[src/rtl/cen_gen_pkg.sv]
// Shared constants for the clock-enable generator.
// Default emulator ratios against the 24 MHz clk_sys.
package cen_gen_pkg;
  localparam int CEN_VIDEO_NUM = 1;
  localparam int CEN_VIDEO_DEN = 4;
  localparam int CEN_CPU_NUM   = 1;
  localparam int CEN_CPU_DEN   = 12;
endpackage

[src/rtl/cen_gen_ch.sv]
// One fractional enable channel: ratio, accumulator, step credit.
// Ports: wr/num_w/den_w load ratio; sync/pause/step gate; cen pulse, credit_nxt.
module cen_gen_ch #(
  parameter int ACC_W   = 16,
  parameter int DEF_NUM = 1,
  parameter int DEF_DEN = 4
) (
  input  logic             clk,
  input  logic             rst_n,
  input  logic             wr,
  input  logic [ACC_W-1:0] num_w,
  input  logic [ACC_W-1:0] den_w,
  input  logic             sync,
  input  logic             pause,
  input  logic             step,
  output logic             cen,
  output logic             credit_nxt
);
  logic [ACC_W-1:0] num;
  logic [ACC_W-1:0] den;
  logic [ACC_W:0]   acc;
  logic [ACC_W:0]   sum;
  logic             credit;
  logic             live;
  logic             go;
  logic             fire;

  assign live = (num != '0) && (den != '0);
  assign go   = live && !(pause && !credit) && !wr && !sync;
  assign sum  = acc + {1'b0, num};
  assign fire = sum >= {1'b0, den};

  // A credit is only granted from zero, so a repeated step cannot stack.
  always_comb begin
    credit_nxt = credit;
    if (!pause)
      credit_nxt = 1'b0;
    else if (credit)
      credit_nxt = live && !(go && fire);
    else
      credit_nxt = step && live;
  end

  always_ff @(posedge clk or negedge rst_n) begin
    if (!rst_n) begin
      num    <= ACC_W'(DEF_NUM);
      den    <= ACC_W'(DEF_DEN);
      acc    <= '0;
      credit <= 1'b0;
      cen    <= 1'b0;
    end else begin
      credit <= credit_nxt;
      if (wr) begin
        num <= (num_w > den_w) ? den_w : num_w;
        den <= den_w;
        acc <= '0;
        cen <= 1'b0;
      end else if (sync) begin
        acc <= '0;
        cen <= 1'b0;
      end else if (go) begin
        acc <= fire ? sum - {1'b0, den} : sum;
        cen <= fire;
      end else begin
        cen <= 1'b0;
      end
    end
  end
endmodule

[src/rtl/cen_gen.sv]
// Multi-channel fractional clock-enable generator with pause/step.
// Ports: cfg_* write one channel ratio; sync/pause/step; cen pulses, halted.
module cen_gen
  import cen_gen_pkg::*;
#(
  parameter int CHANNELS = 4,
  parameter int ACC_W    = 16,
  parameter int DEF_NUM  = CEN_VIDEO_NUM,
  parameter int DEF_DEN  = CEN_VIDEO_DEN,
  localparam int CH_W    = (CHANNELS > 1) ? $clog2(CHANNELS) : 1
) (
  input  logic                clk_sys,
  input  logic                reset_n,
  input  logic                cfg_wr,
  input  logic [CH_W-1:0]     cfg_ch,
  input  logic [ACC_W-1:0]    cfg_num,
  input  logic [ACC_W-1:0]    cfg_den,
  input  logic                sync,
  input  logic                pause,
  input  logic                step,
  output logic [CHANNELS-1:0] cen,
  output logic                halted
);
  logic [1:0]          rst_q;
  logic                rst_sync_n;
  logic [CHANNELS-1:0] credit_nxt;

  // Assert asynchronously, release through two flops.
  always_ff @(posedge clk_sys or negedge reset_n) begin
    if (!reset_n)
      rst_q <= 2'b00;
    else
      rst_q <= {rst_q[0], 1'b1};
  end

  assign rst_sync_n = rst_q[1];

  for (genvar i = 0; i < CHANNELS; i++) begin : g_ch
    logic wr;
    assign wr = cfg_wr && (cfg_ch == CH_W'(i));

    cen_gen_ch #(
      .ACC_W   (ACC_W),
      .DEF_NUM (DEF_NUM),
      .DEF_DEN (DEF_DEN)
    ) u_ch (
      .clk        (clk_sys),
      .rst_n      (rst_sync_n),
      .wr         (wr),
      .num_w      (cfg_num),
      .den_w      (cfg_den),
      .sync       (sync),
      .pause      (pause),
      .step       (step),
      .cen        (cen[i]),
      .credit_nxt (credit_nxt[i])
    );
  end

  always_ff @(posedge clk_sys or negedge rst_sync_n) begin
    if (!rst_sync_n)
      halted <= 1'b0;
    else
      halted <= pause & ~|credit_nxt;
  end
endmodule

[config.mk]
export PLATFORM = sky130hd
export DESIGN_NAME = cen_gen
export DESIGN_NICKNAME = d
export VERILOG_FILES = /design/src/rtl/cen_gen_pkg.sv /design/src/rtl/cen_gen_ch.sv /design/src/rtl/cen_gen.sv
export SDC_FILE = /design/constraint.sdc
export NUM_CORES = 1
export LEC_CHECK = 0
export BUFFER_PORTS_ARGS = -buffer_cell sky130_fd_sc_hd__buf_2
export CORE_ASPECT_RATIO = 1.4
export CORE_UTILIZATION = 45
export DETAILED_ROUTE_END_ITERATION = 8
export GPL_ROUTABILITY_DRIVEN = 0
export PLACE_DENSITY_LB_ADDON = 0.1
export SYNTH_ARGS = -nofsm -noshare
export SYNTH_HDL_FRONTEND = slang
export SYNTH_SLANG_ARGS = --single-unit
[constraint.sdc]
create_clock -name clk_sys -period 6.01 [get_ports clk_sys]
set_clock_uncertainty 0.2 [all_clocks]
set_input_delay 0.3005 -clock clk_sys [delete_from_list [all_inputs] [get_ports clk_sys]]
set_output_delay 0.3005 -clock clk_sys [all_outputs]
set_load 0.02 [all_outputs]
======== Yosys cells after proc, flatten, opt, wreduce, memory -nomap -nowiden ========
Index checks and enable logic that the tools add are counted.
word-level totals
  output and inout bits ................... 5
  bits in registers ....................... 207
operators by class
  $lt $le $gt $ge ......................... 5
  add/subtract/negate cells ............... 8
  equal/unequal tests ..................... 3
  bitwise gates (word level) .............. 1
  mux-type cells .......................... 37
  reduce and logical (&&, ||, !) cells .... 68
operator list
  cell                  number
  $mux W17              16
  $reduce_bool A16 Y1   8
  $add A17 B16 Y17      4
  $ge A17 B16 Y1        4
  $sub A17 B16 Y17      4
  $logic_and A1 B1 Y1   36
  $mux W1               20
  $logic_not A1 Y1      18
  $gt A16 B16 Y1        1
  $mux W16              1
  $reduce_bool A3 Y1    4
  $eq A2 B2 Y1 const B  2
  $reduce_or A4 Y1      1
  $eq A2 B1 Y1 const B  1
  $logic_not A2 Y1      1
  $and A1 B1 Y1         1

======== Logic depth before layout (Yosys ltp) ========
  depth in word-level cells ............... 14
  mapped depth ............................ 21
  depth with buffers taken out ............ 19

======== By module ========
Synthesis repeated with hierarchy kept, for this count alone.
second synthesis, totals
  cells, all modules ...................... 2180
  area total of the unflattened synthesis .. 17847.1 µm²
modules (own cells, without submodules)
  module                     area an instance (µm²)  sequential area each (µm²)  cells each  times used
  cen_gen_ch (g_ch[1].u_ch)  4589.4                  1278.7                      578         1
  cen_gen_ch (g_ch[2].u_ch)  4518.1                  1278.7                      563         1
  cen_gen_ch (g_ch[3].u_ch)  4444.3                  1278.7                      536         1
  cen_gen_ch (g_ch[0].u_ch)  4174.0                  1278.7                      492         1
  cen_gen                    121.4                   75.1                        11          1

======== Worst setup path before layout ========
Ideal clock, no wire load.
  path type ............................... flip-flop to flip-flop
  start ................................... register g_ch[1].u_ch.acc[1]
  end ..................................... register g_ch[1].u_ch.acc[14]
  stages on the path, launching flop included .. 17
  library setup time ...................... 0.069 ns
  buffers on the path ..................... 0
  required time ........................... 5.741 ns
  arrival ................................. 4.205 ns
  setup slack ............................. 1.536 ns
  cell sequence ........................... dfrtp_1 -> ha_1 -> a21oi_1 -> o211ai_1 -> o41ai_1 -> a21oi_1 -> a311o_1 -> a21oi_1 -> xnor2_1 -> ha_1 -> nand2_1 -> nor3_1 -> a31oi_1 -> and4b_4 -> o31a_1 -> or4b_1 -> nand3_1
on the way
  word-level cells in the longest chain between the ends .. 6
  elaborated cells on any way between the ends .. 7
  classes of those cells .................. 2 x add/sub; 1 x order compare; 4 x mux
RTL lines
  element                                             line                                text
  start, declared                                     cen_gen_ch.sv:21                    logic [ACC_W:0] acc;
  start signal, assigned                              cen_gen_ch.sv:62                    acc <= fire ? sum - {1'b0, den} : sum;
  $add A17 B16 Y17 (*)                                cen_gen_ch.sv:30                    assign sum = acc + {1'b0, num};
  $sub A17 B16 Y17 or $ge A17 B16 Y1 (tied branches)  cen_gen_ch.sv:62, cen_gen_ch.sv:31
  $mux W17 (*)                                        cen_gen_ch.sv:62
  $mux W17 (*)                                        cen_gen_ch.sv:61                    end else if (go) begin
  $mux W17 (*)                                        cen_gen_ch.sv:58                    end else if (sync) begin
  $mux W17 (*)                                        cen_gen_ch.sv:53                    if (wr) begin
Every way passes the cells marked *; elsewhere a longest branch is shown, timed or not. The select of a mux whose other input is x is not followed.
A chain may end at the register's enable or synchronous reset.

======== Worst setup path in the final report ========
  start ................................... register g_ch[3].u_ch.num[0]
  end ..................................... register halted
on the way
  word-level cells in the longest chain between the ends .. 13
  elaborated cells on any way between the ends .. 16
  classes of those cells .................. 1 x add/sub; 1 x order compare; 2 x mux; 1 x bitwise; 11 x reduce/logical
RTL lines
  element                                                   line              text
  start, declared                                           cen_gen_ch.sv:19  logic [ACC_W-1:0] num;
  start signal, assigned                                    cen_gen_ch.sv:46  num <= ACC_W'(DEF_NUM);
  start signal, assigned                                    cen_gen_ch.sv:54  num <= (num_w > den_w) ? den_w : num_w;
  branches (longest 8 deep; another with $add A17 B16 Y17)  --
  $mux W1 (*)                                               cen_gen_ch.sv:38  else if (credit)
  $mux W1 (*)                                               cen_gen_ch.sv:36  if (!pause)
  $reduce_or A4 Y1 (*)                                      cen_gen.sv:64     halted <= pause & ~|credit_nxt;
  $logic_not A1 Y1 (*)                                      cen_gen.sv:64
  $and A1 B1 Y1 (*)                                         cen_gen.sv:64
  end signal, assigned                                      cen_gen.sv:64
  end, declared                                             cen_gen.sv:22     output logic halted
Mark *: on every way between the ends.

==> results by group <==
Run status
  • Status: finished with violations
  • Failing checks: DRC

Hold path
  • Hold Path End: g_ch[3].u_ch.den[15]$_DFFE_PN0P_
  • Hold Path Stages: 3
  • Min-delay worst type: in2reg
  • Hold_sp: cfg_den[15]

Timing
  • Worst rel slew slack: 22.1%
  • Actual slew at the worst max-slew pin: around 1200 ps
  • Worst Setup Slack, final: around 770 ps
  • WHS: between 20 and 30 ps
  • Unrepaired setup endpoints after global routing: false
  • Pins Over Slew Limit: 0
  • Fin crit period: ~5200 ps
  • Final Setup Violations: 0
  • Setup TNS Final: 0 ps
  • Fmax: 0.191 GHz
  • Final Hold Fails: 0
  • Fin crit share: just under 90%

Clock network
  • H-tree depth: 1
  • Postcts setup bufs: 0
  • Post-cts gate resize count: 0
  • Reg clk slew, reported paths: 60 ps
  • Root Buffer: clkbuf_16
  • CTS Buf Count: 25
  • Clock Sinks: just over 200
  • Skew-Pair Late Insertion Delay: between 500 and 600 ps
  • CTS tree: built
  • Max Buffers Root-to-Sink: 3

Power
  • Logic pwr share: just under 70%
  • Net switching power: between 0.005 and 0.006 W
  • Switching share of power: a little under half
  • Register share of total power: 18.1%
  • Max IR drop VDD: between 0.3 and 0.4 mV
  • Leakage: around 8 nW
  • Cell internal pwr: a little under 0.006 W
  • PwrDens: roughly 600 nW/um2
  • Clock power share: between 10% and 20%

Synth
  • Synth top area cells: dfrtp_1, ha_1, o21ai_0
  • Post-synth top cells: dfrtp_1, nand2_1, inv_1
  • Synthesized flop and latch total: 207
  • Top cell type by total area after synthesis: dfrtp_1
  • Mapped Cells: approximately 2,000
  • Most frequent cell after synthesis: dfrtp_1
  • Net Count, Synth: ~2,100
  • EDFF count, synth: 0
  • Post-Synthesis Cell Area: 17,000 um2
  • Unique cell type count in the Yosys netlist: 89
  • Synth Warn #: 0
  • Ys async rst share: 100%
  • Mean Syn Cell Area: around 8.7 um2
  • Register area share after synthesis: 30.6%
  • Ys flop type: dfrtp_1
  • Post-synth top area share: roughly 30%

Placement
  • DP Worst Slack: approximately 790 ps
  • Hpwl dp: approximately 41,000 um
  • # port buffers: between 40 and 50

Critical path
  • Crit start category: register
  • Kind of critical path: reg2reg
  • CP Data Arrival Time: approximately 5400 ps
  • Cells on worst reg2reg path: 18
  • Reg2reg start: g_ch[3].u_ch.num[0]$_DFFE_PN1P_
  • Worst Path Max Fanout: 14
  • Worst Setup End Kind: register
  • FF-to-FF setup slack: about 770 ps
  • Worst reg2reg path endpoint: halted$_DFF_PN0_
  • CP required: 6210 ps

Floorplan
  • Starting Density: a little under half
  • Row count: 83
  • Chip Width: ~170 um
  • Die height: between 200 and 250 um
  • Core box area: between 30,000 and 40,000 um2
  • I/O pin total: 45
  • Die area: around 38,000 um2

Global routing
  • Antenna violations before repair: 0
  • Vias in the first global route: between 15,000 and 20,000
  • Largest net degree at the start of global routing: 78
  • Total track usage: 29.3%
  • Total gr overflow: 0
  • Global-route wire length before repair: just under 90,000 um

Final layout
  • NumNets Final: approximately 2,100
  • N_diodes: 0
  • Share of layout cells above drive strength 1: 10.1%
  • Synthesis-to-layout area growth: 9.01%

Detailed routing
  • Residual DRC: 4
  • Via count: ~15,000
  • Vias per cell: between 6 and 7
  • Pre-Repair DR Iteration Count: 7
  • Routed Antenna Nets: 0
  • 1st-iter DRT viols: 1,121
  • Final WL: approximately 56,000 um
  • Routed len/inst: 22.9 um

Run
  • MaxCap Viol Count: 0
## metrics by stage
stage / util (%) / cells / area, um2 / power (W)
finish: 50.1 / 2439 / 18500 / 0.0113
global route: 50.1 / 2439 / 18500 / 0.0123
global placement: 47.5 / 2374 / 17500 / 0.00964
floorplan: - / 1955 / 17000 / 0.00811
detailed placement: 47.5 / 2374 / 17500 / 0.00973
CTS: 50.1 / 2439 / 18500 / 0.0113
## cell families (layout without fill, tap and decap cells)
group	Yosys count	after routing	share of synthesized area, %
AND/OR/NAND/NOR	574	574	17.0
other	1	1	0.0221
adder cells (fa/ha/maj)	152	152	11.6
buffers and inverters	258	275	5.99
flip-flops	207	207	30.6
AO/OA/AOI/OAI	566	566	23.5
XOR/XNOR	91	91	4.70
multiplexers	106	106	6.64
## metal layers
layer / GRT usage [%] / share of wire, %
met5: 0.384 / 0
met4: 15.5 / 5.4
met3: 3.82 / 5.6
met2: 49.6 / 47
met1: 36.3 / 42
## worst max path at each step
| stage | from | slack [ps] | cells past startpoint | to |
|---|---|---|---|---|
| final | g_ch[3].u_ch.num[0]$_DFFE_PN1P_ | 770 | 18 | halted$_DFF_PN0_ |
| after global routing | g_ch[3].u_ch.num[0]$_DFFE_PN1P_ | 390 | 18 | halted$_DFF_PN0_ |
| after CTS | g_ch[3].u_ch.num[0]$_DFFE_PN1P_ | 780 | 18 | halted$_DFF_PN0_ |
| after detailed placement | g_ch[3].u_ch.num[0]$_DFFE_PN1P_ | 790 | 18 | halted$_DFF_PN0_ |
| after global placement | g_ch[3].u_ch.num[0]$_DFFE_PN1P_ | 810 | 18 | halted$_DFF_PN0_ |
| after floorplan | g_ch[1].u_ch.acc[1]$_DFFE_PN0P_ | 1540 | 16 | g_ch[1].u_ch.acc[14]$_DFFE_PN0P_ |
## power by group through the flow
stage / registers, W / logic, W / clock network, W
finish: 0.00206 / 0.00778 / 0.00151
global route: 0.00210 / 0.00865 / 0.00159
CTS: 0.00206 / 0.00772 / 0.00154
detailed placement: 0.00208 / 0.00766 / 0
global placement: 0.00207 / 0.00757 / 0
floorplan: 0.00196 / 0.00616 / 0
## sequential cells by signal (all words and copies together), names as in the netlist
name	count
g_ch.u_ch.acc	68
g_ch.u_ch.cen	4
g_ch.u_ch.credit	4
g_ch.u_ch.den	64
g_ch.u_ch.num	64
halted	1
rst_q	2
## final cells by class
| type | count | area, um2 |
|---|---|---|
| Inverter | 149 | 559 |
| Timing Repair Buffer | 81 | 548 |
| Fill cell | 3499 | 18400 |
| Clock inverter | 5 | 25.0 |
| Multi-Input combinational cell | 1490 | 10800 |
| Sequential cell | 207 | 5190 |
| Tap cell | 467 | 584 |
| Clock buffer | 40 | 762 |
## worst max-delay path, cell delays in order, from the launching register on
cell      delay [ps]
dfstp_2          560
ha_1             170
inv_1             50
fa_1             400
nor2b_1          170
o31a_1           220
o21ai_0          210
a21oi_1          260
a311o_1          190
a21oi_1           80
xnor2_1          230
ha_1             330
o21a_1           130
a211o_1          300
o21ai_0          290
nand3_1          170
mux2_4           420
a311oi_1         550
nor4_1           130
## cells in the final DEF, fill, tap and decap left out, drive strengths merged, types with 46 or more instances in the layout
| cell | count |
|---|---|
| a21oi | 103 |
| buf | 61 |
| dfrtp | 199 |
| ha | 144 |
| inv | 149 |
| mux2 | 49 |
| mux2i | 57 |
| nand2 | 189 |
| nand4 | 65 |
| nor2 | 82 |
| nor3 | 46 |
| o21ai | 150 |
| o311a | 46 |
| xnor2 | 65 |
## timing repair
| action | in CTS | in global routing |
|---|---|---|
| endpoints found under the setup margin | 0 | 0 |
| hold endpoints to repair | 34 | 0 |
| hold buffers | 20 | 0 |
Power figures use the tool's default switching activity.
